`config.mk`:
```
export PLATFORM = sky130hd
export DESIGN_NAME = romload_stream
export DESIGN_NICKNAME = d
export VERILOG_FILES = /design/src/rtl/romload_stream.sv
export SDC_FILE = /design/constraint.sdc
export NUM_CORES = 1
export LEC_CHECK = 0
export CAP_MARGIN = 0
export CORE_MARGIN = 2
export CORE_UTILIZATION = 40
export CTS_CLUSTER_DIAMETER = 80
export DETAILED_ROUTE_END_ITERATION = 12
export GPL_TIMING_DRIVEN = 1
export PLACE_DENSITY_LB_ADDON = 0.12
export RECOVER_POWER = 100
export SLEW_MARGIN = 20
export SYNTH_ARGS = -nofsm -noshare
export SYNTH_HDL_FRONTEND = slang
export SYNTH_SLANG_ARGS = --single-unit
```
`constraint.sdc`:
```
create_clock -name clk -period 11.1 [get_ports clk]
set_input_delay 2.22 -clock clk [delete_from_list [all_inputs] [get_ports clk]]
set_output_delay 2.22 -clock clk [all_outputs]
set_load 0.02 [all_outputs]
```
`src/rtl/romload_stream.sv`:
```
`default_nettype none
// ============================================================================
// Module      : romload_stream
// Description : MMIO ROM-load data path. 32-bit words are queued in a
//               DEPTH-word FIFO and serialised little-endian into OUT_W-bit
//               beats on a valid/ready stream with a byte-address counter.
//               Optional byte checksum: define ROMLOAD_CHECKSUM_EN.
// Revision    : 1.0 - initial release
// ============================================================================
module romload_stream #(
    parameter int DEPTH  = 16,
    parameter int OUT_W  = 8,
    parameter int ADDR_W = 23
) (
    input  logic              clk,
    input  logic              reset,
    input  logic              reg_ctrl_we,
    input  logic [3:0]        reg_data_we,
    input  logic [31:0]       reg_di,
    output logic [31:0]       reg_do,
    output logic              reg_data_wait,
    output logic [1:0]        rom_loading,
    output logic [OUT_W-1:0]  rom_do,
    output logic              rom_do_valid,
    input  logic              rom_do_ready,
    output logic [ADDR_W-1:0] rom_addr
);

    localparam int             c_PTR_W = (DEPTH > 1) ? $clog2(DEPTH) : 1;
    localparam int             c_LVL_W = c_PTR_W + 1;
    localparam logic [2:0]     c_BPB   = 3'(OUT_W / 8);
    localparam logic [c_LVL_W-1:0] c_FULL = c_LVL_W'(DEPTH);

    typedef enum logic [1:0] {
        ST_IDLE  = 2'd0,
        ST_LOAD  = 2'd1,
        ST_DRAIN = 2'd2
    } state_t;

    state_t              r_state;
    state_t              w_state_nxt;
    logic [1:0]          r_mode;
    logic [31:0]         r_mem [DEPTH];
    logic [2:0]          r_cnt [DEPTH];
    logic [c_PTR_W-1:0]  r_wr_ptr;
    logic [c_PTR_W-1:0]  r_rd_ptr;
    logic [c_LVL_W-1:0]  r_level;
    logic [31:0]         r_sh_data;
    logic [2:0]          r_bytes;
    logic [ADDR_W-1:0]   r_addr;
    logic [15:0]         w_csum;

    logic       w_start;
    logic       w_full;
    logic       w_empty;
    logic       w_wr_req;
    logic       w_push;
    logic       w_pop;
    logic       w_acc;
    logic       w_last;
    logic       w_ser_free;
    logic       w_done;
    logic [2:0] w_cnt;

    // Any nonzero control write (re)starts a load from a clean slate.
    assign w_start    = reg_ctrl_we && (reg_di[1:0] != 2'd0);
    assign w_full     = (r_level == c_FULL);
    assign w_empty    = (r_level == '0);
    assign w_wr_req   = (r_state == ST_LOAD) && !reg_ctrl_we && (reg_data_we != 4'd0);
    assign w_push     = w_wr_req && !w_full;
    assign w_acc      = rom_do_valid && rom_do_ready;
    assign w_last     = (r_bytes <= c_BPB);
    assign w_ser_free = (r_bytes == 3'd0) || (w_acc && w_last);
    assign w_pop      = !w_empty && w_ser_free;
    assign w_done     = (r_state == ST_DRAIN) && w_empty && w_ser_free;

    always_comb begin
        w_cnt = 3'd4;
        case (reg_data_we)
            4'b0001: w_cnt = 3'd1;
            4'b0011: w_cnt = 3'd2;
            4'b0111: w_cnt = 3'd3;
            default: w_cnt = 3'd4;
        endcase
    end

    always_comb begin
        w_state_nxt = r_state;
        case (r_state)
            ST_IDLE: begin
                if (w_start)
                    w_state_nxt = ST_LOAD;
            end
            ST_LOAD: begin
                if (w_start)
                    w_state_nxt = ST_LOAD;
                else if (reg_ctrl_we)
                    w_state_nxt = ST_DRAIN;
            end
            ST_DRAIN: begin
                if (w_start)
                    w_state_nxt = ST_LOAD;
                else if (w_done)
                    w_state_nxt = ST_IDLE;
            end
            default: w_state_nxt = ST_IDLE;
        endcase
    end

    // Storage has no reset; occupancy is tracked by the pointers and level.
    always_ff @(posedge clk) begin
        if (w_push) begin
            r_mem[r_wr_ptr] <= reg_di;
            r_cnt[r_wr_ptr] <= w_cnt;
        end
    end

    always_ff @(posedge clk or posedge reset) begin
        if (reset) begin
            r_state   <= ST_IDLE;
            r_mode    <= 2'd0;
            r_wr_ptr  <= '0;
            r_rd_ptr  <= '0;
            r_level   <= '0;
            r_sh_data <= 32'd0;
            r_bytes   <= 3'd0;
            r_addr    <= '0;
        end else begin
            r_state <= w_state_nxt;
            if (w_start) begin
                r_mode    <= reg_di[1:0];
                r_wr_ptr  <= '0;
                r_rd_ptr  <= '0;
                r_level   <= '0;
                r_sh_data <= 32'd0;
                r_bytes   <= 3'd0;
                r_addr    <= '0;
            end else begin
                if (w_done)
                    r_mode <= 2'd0;
                if (w_push)
                    r_wr_ptr <= r_wr_ptr + c_PTR_W'(1);
                if (w_pop)
                    r_rd_ptr <= r_rd_ptr + c_PTR_W'(1);
                if (w_push && !w_pop)
                    r_level <= r_level + c_LVL_W'(1);
                else if (w_pop && !w_push)
                    r_level <= r_level - c_LVL_W'(1);
                if (w_acc)
                    r_addr <= r_addr + ADDR_W'(c_BPB);
                // Reload on the last accepted beat keeps the stream bubble-free.
                if (w_pop) begin
                    r_sh_data <= r_mem[r_rd_ptr];
                    r_bytes   <= r_cnt[r_rd_ptr];
                end else if (w_acc) begin
                    r_sh_data <= r_sh_data >> OUT_W;
                    r_bytes   <= w_last ? 3'd0 : (r_bytes - c_BPB);
                end
            end
        end
    end

    generate
        if (OUT_W == 16) begin : g_out16
            assign rom_do = (r_bytes == 3'd1) ? {8'h00, r_sh_data[7:0]} : r_sh_data[15:0];
        end else begin : g_out8
            assign rom_do = r_sh_data[7:0];
        end
    endgenerate

`ifdef ROMLOAD_CHECKSUM_EN
    logic [15:0] r_csum;
    logic [15:0] w_beat_sum;

    generate
        if (OUT_W == 16) begin : g_sum16
            assign w_beat_sum = {8'h00, r_sh_data[7:0]}
                              + ((r_bytes == 3'd1) ? 16'h0000 : {8'h00, r_sh_data[15:8]});
        end else begin : g_sum8
            assign w_beat_sum = {8'h00, r_sh_data[7:0]};
        end
    endgenerate

    always_ff @(posedge clk or posedge reset) begin
        if (reset)
            r_csum <= 16'd0;
        else if (w_start)
            r_csum <= 16'd0;
        else if (w_acc)
            r_csum <= r_csum + w_beat_sum;
    end

    assign w_csum = r_csum;
`else
    assign w_csum = 16'd0;
`endif

    assign rom_do_valid  = (r_bytes != 3'd0);
    assign rom_addr      = r_addr;
    assign rom_loading   = r_mode;
    assign reg_data_wait = w_wr_req && w_full;
    assign reg_do        = {r_state, 6'b0, 8'(r_level), w_csum};

endmodule
`default_nettype wire

```
# After elaboration in Yosys (flattened, before gate mapping)
# Memory sizes are Yosys's and may differ from the RTL's.
# Cells that the tools add are included.
word_totals:
  register_bits: 75
  romBits: 0
  ram_bits: 560
  latchBits: 0
  inputBits: 40
  elab_cells: 83
  memories: 2
memory_table:
  columns: ["memory", "words", "word_bits", "rd", "rd_clocked_by_memory_dff", "wr", "line_no", "rtl"]
  rows:
  - ["r_mem", 16, 32, 1, 0, 1, "43", "logic [31:0] r_mem [DEPTH];"]
  - ["r_cnt", 16, 3, 1, 0, 1, "44", "logic [2:0] r_cnt [DEPTH];"]
classes:
  n_lt_le_gt_ge: 1
  n_bitwise: 0
  shift: 0
  n_eq_ne: 9
  mux: 26
  reduce_logical: 31
  n_addsub: 6
  n_mul: 0
  div: 0
ops:
  columns: ["op", "n"]
  rows:
  - ["32-bit two-way mux", 3]
  - ["23-bit two-way mux", 2]
  - ["23-bit by 1-bit adder with 23-bit output (second input constant)", 1]
  - ["4-bit two-way mux", 4]
  - ["5-bit two-way mux", 3]
  - ["1-bit logical AND", 12]
  - ["2-bit two-way mux", 6]
  - ["3-bit two-way mux", 4]
  - ["2-bit nonzero test", 5]
  - ["3-bit case mux with 3 select lines", 1]
  - ["3-bit nonzero test", 3]
  - ["4-bit by 1-bit adder with 4-bit output (second input constant)", 2]
  - ["3-bit inequality test (second input constant)", 2]
  - ["2-bit case mux with 3 select lines", 1]
  - ["5-bit by 1-bit adder with 5-bit output (second input constant)", 1]
  - ["5-bit equality test (second input constant)", 1]
  - ["1-bit zero test", 5]
  - ["5-bit zero test", 1]
  - ["5-bit by 1-bit subtractor with 5-bit output (second input constant)", 1]
  - ["4-bit by 1-bit equality test with 1-bit output (second input constant)", 1]
  - ["4-bit by 2-bit equality test with 1-bit output (second input constant)", 1]
  - ["4-bit by 3-bit equality test with 1-bit output (second input constant)", 1]
  - ["4-bit nonzero test", 1]
  - ["3-bit by 1-bit <= comparator with 1-bit output (second input constant)", 1]
  - ["other kinds (9)", 10]

# Depth between registers and ports, before layout
logic_depth:
  ltp_word: 9
  depth_mapped: 12
  depth_no_buf: 10

# Worst setup path after synthesis
# OpenSTA, ideal clock, no wires.
synth_timing:
  path_kind: "input to register"
  from: "input reg_ctrl_we"
  to: "memory r_cnt[4][0] (enable)"
  t_arrival_ns: 5.613
  path_stages: 5
  slack_ns: 5.016
  n_path_buf: 1
  cell_sequence: "or3b_1 > a211oi_2 > buf_2 > nand2_1 > nor3_1"
synth_between:
  elab_chain_cells: 6
synth_lines:
  columns: ["item", "line_no", "rtl"]
  rows:
  - ["from (decl)", "17", "input logic reg_ctrl_we,"]
  - ["1-bit zero test", "69", "assign w_wr_req = (r_state == ST_LOAD) && !reg_ctrl_we && (reg_data_we != 4'd0);"]
  - ["1-bit logical AND (2 in a row)", "69", null]
  - ["1-bit logical AND", "70", "assign w_push = w_wr_req && !w_full;"]
  - ["1-bit two-way mux", "112", "if (w_push) begin"]
  - ["1-bit two-way mux (implied by the code)", "114", "r_cnt[r_wr_ptr] <= w_cnt;"]
  - ["to (decl)", "44", null]
# No other way between the ends.

# Worst setup path in the final report
layout_timing:
  from: "input reg_ctrl_we"
  to: "memory r_mem[15][0] (enable)"
layout_between:
  elab_chain_cells: 6
layout_lines:
  columns: ["item", "line_no", "rtl"]
  rows:
  - ["1-bit zero test", "69", null]
  - ["1-bit logical AND (2 in a row)", "69", null]
  - ["1-bit logical AND", "70", null]
  - ["1-bit two-way mux", "112", null]
  - ["1-bit two-way mux (implied by the code)", "113", "r_mem[r_wr_ptr] <= reg_di;"]
  - ["to (decl)", "43", null]
# No other way between the ends.

==> parameters.txt <==
Parameter                              Value

Status
  Failing checks ... capacitance limit, slew limit
  Result of the run ... finished, violations left

Final layout
  Area Growth Syn to Fin ... 14.3%
  Fraction of final layout cells sized beyond drive strength 1 ... between 20% and 30%
  Ant. Diodes ... 0
  Final Instance Count excl. Fillers ... 2300
  Number of nets at the end of the flow ... ~1500

Flow run
  Count of maximum capacitance violations ... 25

Floorplan
  Starting density of the core ... 40.5%
  Die ar. ... about 0.066 mm2
  Die outline height ... 257 um
  Number of top-level pins ... 107
  X dimension of the die ... ~260 um
  Area inside the core boundary ... 0.0632 mm2
  Row cnt ... 92

Timing
  Final Max Tran Viols ... 595
  Maximum clock frequency ... around 130 MHz
  Number of hold violations in the final report ... 0
  Setup repair after global routing missed its margin ... false
  Worst-margin pin slew ... 3.11 ns
  Max-Slew Margin vs Limit ... -107%
  Worst Clk Skew ... 0.0218 ns
  Final clock period utilization by the worst path ... 67.2%
  Post-layout min period ... 7.46 ns
  Number of setup violations in the final report ... 0
  Total negative setup slack ... 0 ns

Synthesis
  Yosys top cell area share ... 65.7%
  Share of async-settable or async-resettable flops after synthesis ... 11.8%
  Number of enable-type register cells in the synthesized netlist ... 560
  Mean area per synthesized cell ... 19.9 um2
  Number of distinct library cells after synthesis ... 58
  Post-synthesis cell area ... ~0.026 mm2
  Top flip-flop cell by instance count after synthesis ... sky130_fd_sc_hd__edfxtp_1
  Top cells by count, synth ... sky130_fd_sc_hd__edfxtp_1 (560), sky130_fd_sc_hd__mux4_2 (139), sky130_fd_sc_hd__dfrtp_1 (75)
  Number of cells produced by synthesis ... approximately 1300
  Register area share after synthesis ... 73.0%
  FF+latch count, synth ... between 600 and 700
  Leading cell type by number of instances after synthesis ... sky130_fd_sc_hd__edfxtp_1
  Warnings from Yosys ... 0
  Synth area leaders ... sky130_fd_sc_hd__edfxtp_1 (66%), sky130_fd_sc_hd__mux4_2 (12%), sky130_fd_sc_hd__dfrtp_1 (7.3%)
  Library cell occupying the most area in the post-synthesis netlist ... sky130_fd_sc_hd__edfxtp_1

Global routing
  GRT Resource Usage Total ... 17.5%
  Met2 capacity usage during global routing ... 27.8%
  Grt met1 use ... ~25%
  Vias in the first global route ... roughly 13000
  Wire length of the first global-routing pass ... roughly 86000 um
  GR Util met3 ... 3.13%
  Total global routing overflow ... 0
  Initial antenna violation count ... 3
  Pin count of the biggest net entering global routing ... 98
  Most crowded layer after global routing ... met2

Critical path
  Worst setup endpoint ... r_mem[15][0]$_DFFE_PP_
  Kind of end point of the critical path ... register
  Endpoint of the worst register-to-register path ... r_mem[15][0]$_DFFE_PP_
  Req. time, crit path ... roughly 11 ns
  Launch point of the worst path ... reg_ctrl_we
  Reg2reg setup slack ... 5.50 ns
  Largest fanout on the critical path ... 20
  Crit path launch type ... input port
  Startpoint of the lowest-slack register-to-register path ... r_state[0]$_DFFE_PP0P_
  R2R depth ... 5
  Critical Path AT ... 7.64 ns
  Type of the worst setup path ... input port to register

Route
  Drt drc ... 0
  Via density ... 5.38
  Drt total wl ... about 57000 um
  Detailed router's first-iteration violation count ... roughly 1100
  Via Count ... 12372
  Number of antenna-violating nets in the routed design ... 0
  First-pass DRT Iterations ... 5
  Wire per inst ... 24.9 um

Placed design
  DP Cell Count ... 2171
  Count of input and output buffers ... 81
  Detailed-placement wirelength estimate ... between 30000 and 40000 um
  GPL Wtd Cong ... 0.723

CTS
  Number of sinks handled by clock tree synthesis ... approximately 640
  Clock buffer count from CTS ... 70
  Clock-pin slew of the registers on the worst-case setup and hold paths ... around 0.060 ns
  Hold-fix buffers at CTS ... 0
  Clk root buf ... sky130_fd_sc_hd__clkbuf_16
  Post-CTS Resized ... 0
  Bufs on Longest Clock Path ... 3
  H-Tree Level Count ... 3
  Number of setup buffers added after CTS ... 0
  CTS tree ... yes
  Clock latency reported for the late side of the worst-skew pair ... 0.60 ns

Min path
  Hold crit path type ... register to register

Power and ir drop
  Leak pwr ... approximately 9.4 nW
  Worst supply voltage drop on vdd ... 0.174 mV
  Power density over the cells ... 219 mW/mm2
stage by stage:
| stage | utilization (%) | setup WS (ns) | instance area, um2 | hold WS (ns) | total power [mW] |
|---|---|---|---|---|---|
| floorplan | - | 5.02 | 25700 | 0.502 | 3.95 |
| global placement | 43.2 | 4.92 | 27300 | 0.497 | 4.32 |
| detailed placement | 43.2 | 4.84 | 27300 | 0.491 | 4.33 |
| CTS | 46.7 | 4.83 | 29500 | 0.504 | 6.56 |
| global route | 46.3 | 3.21 | 29200 | 0.529 | 6.70 |
| finish | 46.3 | 3.64 | 29200 | 0.489 | 6.41 |
sequential cells by signal, summed over array words and instances (netlist names):
signal / cells
r_bytes: 3
r_cnt: 48
r_level: 5
r_mem: 512
r_rd_ptr: 4
r_sh_data: 32
r_state: 2
r_wr_ptr: 4
rom_addr: 23
rom_loading: 2
power by group:
part / leakage [nW] / switching [mW] / total [mW] / internal (mW)
logic: 2.33 / 0.732 / 1.36 / 0.629
clock network: 1.06 / 0.915 / 2.22 / 1.30
registers: 6.03 / 0.111 / 2.83 / 2.72
metal layers:
metal | part of all wire, % | wire length, um
met2 | 48 | 27500
met1 | 46 | 26300
met3 | 4.1 | 2350
met5 | 0.023 | 13
met4 | 2.0 | 1170
worst max-delay path: stages:
cell and delay, ns:
sky130_fd_sc_hd__dlygate4sd3_1 0.61, sky130_fd_sc_hd__or3b_1 0.42, sky130_fd_sc_hd__a211oi_1 1.33, sky130_fd_sc_hd__and3_1 0.37, sky130_fd_sc_hd__and2_0 1.39, sky130_fd_sc_hd__clkbuf_1 1.26
how the worst min path moves through the flow:
stage	from	to	slack [ns]	cells after the start
5_1_grt	rom_loading[0]$_DFFE_PP0P_	rom_loading[0]$_DFFE_PP0P_	0.53	1
6_report	rom_loading[0]$_DFFE_PP0P_	rom_loading[0]$_DFFE_PP0P_	0.49	1
4_1_cts	rom_loading[0]$_DFFE_PP0P_	rom_loading[0]$_DFFE_PP0P_	0.50	1
2_1_floorplan	r_sh_data[31]$_DFFE_PP0P_	r_sh_data[31]$_DFFE_PP0P_	0.50	2
3_5_place_dp	rom_loading[0]$_DFFE_PP0P_	rom_loading[0]$_DFFE_PP0P_	0.49	1
3_3_place_gp	rom_loading[0]$_DFFE_PP0P_	rom_loading[0]$_DFFE_PP0P_	0.50	1
cell type report:
class,instances,area (um2)
well taps,846,1060
fillers,5371,33900
repair buffers,113,970
flip-flops and latches,635,18700
clock buffers,102,1960
multi-input cells,553,6240
inverters,24,91.3
clock inverters,27,221
cell usage in the layout (no fill, tap or decap), types with 17 or more instances in the layout:
cell type	count
sky130_fd_sc_hd__a211oi_1	27
sky130_fd_sc_hd__a21oi_1	17
sky130_fd_sc_hd__clkbuf_1	49
sky130_fd_sc_hd__clkbuf_16	71
sky130_fd_sc_hd__conb_1	25
sky130_fd_sc_hd__dfrtp_1	72
sky130_fd_sc_hd__dlygate4sd3_1	78
sky130_fd_sc_hd__edfxtp_1	560
sky130_fd_sc_hd__inv_1	22
sky130_fd_sc_hd__mux2_2	61
sky130_fd_sc_hd__mux2i_1	26
sky130_fd_sc_hd__mux4_2	139
sky130_fd_sc_hd__nand2_1	33
sky130_fd_sc_hd__nand3_1	17
sky130_fd_sc_hd__nor2_1	44
sky130_fd_sc_hd__o22ai_2	18
sky130_fd_sc_hd__xor2_1	21
kinds of logic after synthesis:
kind of cell,share of synthesized area (%)
compound gates,3.51
simple gates,3.25
other cells,0.0147
mux,15.9
buf+inv,2.67
flops,73.0
fa+ha+maj,0.665
xor+xnor,0.924
Power figures use the tool's default switching activity.
